--- src/rtl/rr_arbiter4.sv ---
// Four-requester round-robin arbiter with bounded hold time and a one-cycle
// break-before-make gap between owners. State updates on the falling edge of c.
module rr_arbiter4 #(
  parameter int MAX_HOLD = 8,
  parameter int HOLD_W   = 4
) (
  input  logic       c,
  input  logic       re_,
  input  logic [3:0] req,
  input  logic       done,
  output logic [3:0] grant,
  output logic       busy,
  output logic [1:0] owner,
  output logic       timeout
);

  localparam logic [1:0] S_IDLE = 2'd0;
  localparam logic [1:0] S_OWN  = 2'd1;
  localparam logic [1:0] S_GAP  = 2'd2;

  logic [1:0]        state;
  logic [1:0]        ptr;
  logic [HOLD_W-1:0] hold;

  logic              pick_vld;
  logic [1:0]        pick_idx;
  logic              hold_max;
  logic              rel_drop;
  logic              rel_now;
  logic              rel_forced;

  // Search upward from p (mod 4); iterating from the farthest offset down
  // lets the nearest set bit overwrite the result last.
  function automatic logic [2:0] rr_pick(input logic [3:0] r, input logic [1:0] p);
    logic [1:0] idx;
    rr_pick = 3'b000;
    for (int i = 3; i >= 0; i--) begin
      idx = p + 2'(i);
      if (r[idx]) rr_pick = {1'b1, idx};
    end
  endfunction

  always_comb begin
    {pick_vld, pick_idx} = rr_pick(req, ptr);
  end

  assign hold_max   = (hold == HOLD_W'(MAX_HOLD));
  assign rel_drop   = ~req[owner];
  assign rel_now    = done | rel_drop | hold_max;
  // A timeout is reported only when the hold limit is the sole reason to let go.
  assign rel_forced = hold_max & ~done & ~rel_drop;

  always_ff @(negedge c or negedge re_) begin
    if (!re_) begin
      state   <= S_IDLE;
      ptr     <= 2'd0;
      hold    <= '0;
      grant   <= 4'b0000;
      busy    <= 1'b0;
      owner   <= 2'd0;
      timeout <= 1'b0;
    end else begin
      timeout <= 1'b0;
      case (state)
        S_IDLE, S_GAP: begin
          if (pick_vld) begin
            grant <= 4'b0001 << pick_idx;
            owner <= pick_idx;
            busy  <= 1'b1;
            hold  <= HOLD_W'(1);
            state <= S_OWN;
          end else begin
            state <= S_IDLE;
          end
        end
        S_OWN: begin
          if (rel_now) begin
            grant   <= 4'b0000;
            busy    <= 1'b0;
            ptr     <= owner + 2'd1;
            timeout <= rel_forced;
            state   <= S_GAP;
          end else begin
            hold <= hold + HOLD_W'(1);
          end
        end
        default: begin
          grant <= 4'b0000;
          busy  <= 1'b0;
          state <= S_IDLE;
        end
      endcase
    end
  end

endmodule

--- config.mk ---
export PLATFORM = sky130hd
export DESIGN_NAME = rr_arbiter4
export DESIGN_NICKNAME = d
export VERILOG_FILES = /design/src/rtl/rr_arbiter4.sv
export SDC_FILE = /design/constraint.sdc
export NUM_CORES = 1
export LEC_CHECK = 0
export CORE_MARGIN = 10
export CORE_UTILIZATION = 35
export CTS_CLUSTER_DIAMETER = 80
export DETAILED_ROUTE_END_ITERATION = 16
export PLACE_DENSITY = 0.54
export RECOVER_POWER = 100
export SLEW_MARGIN = 20
export SYNTH_ARGS = -nofsm -noshare
export SYNTH_HDL_FRONTEND = slang
export SYNTH_SLANG_ARGS = --single-unit
--- constraint.sdc ---
create_clock -name c -period 4.8 [get_ports c]
set_input_delay 0.48 -clock c [delete_from_list [all_inputs] [get_ports c]]
set_output_delay 0.48 -clock c [all_outputs]
set_load 0.02 [all_outputs]
# Word-level counts from Yosys, hierarchy flattened
# Index checks and enable logic that the tools add are counted.
[totals] ff_bits=16 input_bits=7 word_cells=65
[classes] addsub=5 n_lt_le_gt_ge=5 eq_ne=6 shifts=1 n_mux=28 n_bitwise=6 reduce_logical=7
[op_table] cell="$mux 4" count=4
[op_table] cell="$pmux 4 s2" count=2
[op_table] cell="$lt 2x3->1 const B" count=5
[op_table] cell="$mux 3" count=4
[op_table] cell="$bmux 1 s2" count=5
[op_table] cell="$mux 1" count=10
[op_table] cell="$ne 2x2->1 const B" count=3
[op_table] cell="$reduce_and 2->1" count=3
[op_table] cell="$add 2x1->2 const B" count=2
[op_table] cell="$add 2x2->2 const B" count=2
[op_table] cell="$add 4x1->4 const B" count=1
[op_table] cell="$eq 4x4->1 const B" count=1
[op_table] cell="$pmux 2 s2" count=1
[op_table] cell="$shl 1x2->4 const A" count=1
[op_table] cell="$reduce_and 3->1" count=1
[op_table] cell="$and 1x1->1" count=2
[op_table] cell="$eq 2x1->1 const B" count=1
[op_table] cell="$eq 2x2->1 const B" count=1
[op_table] cell="$logic_not 2->1" count=1
[op_table] cell="$mux 2" count=1
[op_table] cell="$not 1->1" count=2
[op_table] cell="$or 1x1->1" count=2
[op_table] cell="$pmux 1 s2" count=1
[op_table] cell="$reduce_bool 2->1" count=1
[op_table] cell="$reduce_or 2->1" count=1

# Depth between registers and ports, before layout
[depth] depth_word=10 depth_mapped=6 ltp_nobuf=6

==> flow_metrics.py <==
metrics = {
    "min_path": {
        "hold_path_depth": 1,
        "hold_class": "flop to flop",
    },
    "clock_network": {
        "postCtsResizedCells": 0,
        "clkSinkCount": 16,
        "postCtsSetupRepairBufs": 0,
        "path_clk_slew_ps": 70,
        "cts_root_buffer": "clkbuf_4",
        "clock_path_buffers": 2,
        "holdBufCountCts": 0,
        "cts_tree": "done",
        "cts_buffers": 3,
        "cts-htree-levels": 1,
        "clock_latency_ps": 290,
    },
    "critical_path": {
        "crit_type": "input pin to flop",
        "crit_chain": "dlygate4sd3_1, mux2_1, a22oi_4, or3_1, mux2_4",
        "cp_num_buf_inv": 1,
        "startpoint_type": "input pin",
        "crit_cells": 5,
        "reg2reg_slack_ps": 2880,
        "rr_worst_depth": 4,
        "endpoint_kind": "flop",
        "critPathMaxFanout": 8,
        "arrival_ps": 2270,
        "critPathTopFamily": "multiplexers",
        "critPathMaxStageDelay_ps": 600,
        "cp_slowest_cell": "dlygate4sd3_1",
        "crit_required_ps": 2540,
    },
    "detailed_routing": {
        "first_pass_iters": 4,
        "vias": 629,
        "via_per_inst": 4.99,
        "postRouteAntennaNets": 0,
        "wirelength_mm": 1.79,
        "drtIter0Drc": 6,
        "wl_per_cell_um": 14.2,
        "drc": 0,
    },
    "sta": {
        "setup_viol": 0,
        "setup_ws_ps": 273,
        "finalHoldViolCount": 0,
        "tightest_slew_ps": 731,
        "max_slew_margin": 0.511,
        "maxSlewViolCount": 0,
        "grt_setup_unrepaired": "no",
        "skew_ps": 2.41,
        "fin_setup_tns_ps": 0,
    },
    "global_route": {
        "grt_first_pass_wirelength_mm": 3.00,
        "grt_pass1_vias": 653,
        "grt_antenna_before_repair": 0,
        "grt_max_degree": 17,
        "gr-total-overflow": 0,
        "track_usage": 0.0747,
    },
    "placement": {
        "hpwl_mm": 1.36,
        "place_inst": 122,
        "port_buffers": 14,
        "place_area_sq_um": 1040,
        "place_congestion": 0.793,
        "place_ws_ps": 155,
    },
    "outcome": {
        "status": "finished, final reports clean",
    },
    "synth": {
        "synth-edff-count": 0,
        "async_reset_ff_frac": 1.00,
        "syn-mean-instance-area_sq_um": 10.8,
        "synth_top_area_share": 0.470,
        "synth_top_area_cell": "dfrtn_1",
        "synthTopCellsByArea": "dfrtn_1 (47%), mux2_4 (5.3%), mux2i_1 (3.5%)",
        "ys_warn_count": 0,
        "ys_seq_elements": 16,
        "synth_cell_types": 34,
        "synth_area_sq_um": 852,
        "synth-seq-area-share": 0.470,
        "syn_inst": 79,
        "syn_nets": 88,
        "synth_flop_cell": "dfrtn_1",
    },
    "die": {
        "rows": 17,
        "start_util": 0.374,
        "io_pins": 15,
        "die_y_um": 69.3,
        "die_w_um": 69.3,
        "design.core.area_sq_um": 2280,
        "die-area_sq_um": 4810,
    },
    "layout": {
        "drive_above_1_share": 0.112,
        "fin_cells": 126,
        "diodes": 0,
        "final_util": 0.465,
        "area_growth_pct": 24.2,
        "fin_area_sq_um": 1060,
        "final_net_count": 108,
        "fillCellCount": 216,
    },
    "job": {
        "cap_violations": 0,
    },
    "power": {
        "ir_drop_v": 0.000269,
        "leakagePower_nw": 0.497,
        "power_density_nw_per_um2": 570,
    },
}
-- worst register-to-register path: stages, from the launching register on --
cell     delay [ps]
dfrtn_1         530
mux2_1          390
a22oi_4         300
or3_1           240
mux2_4          310
-- final timing paths --
kind | start | endpoint
min in group asynchronous | re_ | hold[1]
max in group asynchronous | re_ | state[1]
worst max-delay path | req[1] | hold[1]
worst min register to register | busy | busy
worst min-delay path | busy | busy
worst max register to register | owner[1] | hold[1]
-- cells by family after synthesis --
| logic type | synth area share |
|---|---|
| and+or+nand+nor | 0.170 |
| AOI/OAI and AO/OA | 0.192 |
| DFF | 0.470 |
| muxes | 0.101 |
| buffers and inverters | 0.0264 |
| adders and majority gates | 0.0294 |
| xor gates and xnor gates | 0.0103 |
-- report_power, final --
part,switching [mW],leakage [nW],internal [mW]
Combinational,0.144,0.274,0.132
Sequential,0.0481,0.201,0.189
Clock,0.0436,0.0210,0.0462
Total,0.236,0.497,0.368
-- area by class of cell --
type	count	area (sq um)	area share
Tap cell	28	35.0	0.0331
Inverter	5	18.8	0.0177
Sequential cell	16	400	0.378
Timing Repair Buffer	16	148	0.139
Clock buffer	4	36.3	0.0343
Multi-Input combinational cell	57	420	0.397
-- synthesized netlist by cell type (2+ instances only) --
| cell | instances |
|---|---|
| a21oi_1 | 2 |
| a22o_1 | 3 |
| dfrtn_1 | 16 |
| ha_1 | 2 |
| inv_1 | 5 |
| mux2_4 | 3 |
| mux2i_1 | 3 |
| nand2_1 | 5 |
| nand2b_1 | 3 |
| nor2_1 | 7 |
| nor2b_1 | 2 |
| nor3_1 | 2 |
| o21ai_0 | 2 |
| o2bb2ai_1 | 2 |
| o31ai_1 | 3 |
-- state kept, by name (all words and copies together) (netlist names) --
register / cells
timeout: 1
grant: 4
busy: 1
state: 2
hold: 4
owner: 2
ptr: 2
-- metrics by stage --
step	total power, mW	hold WS (ps)
4_1_cts	0.637	430
2_1_floorplan	0.428	414
3_5_place_dp	0.542	427
5_1_grt	0.655	456
3_3_place_gp	0.543	431
6_report	0.604	420
-- routing by layer --
metal,share of wire,track usage
met5,0,0
met3,0.088,0.0499
met1,0.48,0.0910
met4,0.0028,0.0133
met2,0.42,0.107
-- layout by cell type, fill, tap and decap left out, drive strengths merged, types with 2 or more instances in the layout --
cell type      count
dfrtn             16
dlygate4sd3       10
nor2               7
clkbuf             6
inv                5
nand2              5
clkdlybuf4s50      4
mux2               4
o31ai              3
mux2i              3
nand2b             3
a22o               3
nor3               2
nor2b              2
a21oi              2
o21ai              2
o2bb2ai            2
ha                 2
a21o               2
Note: power is estimated with default switching activity, not from simulation.
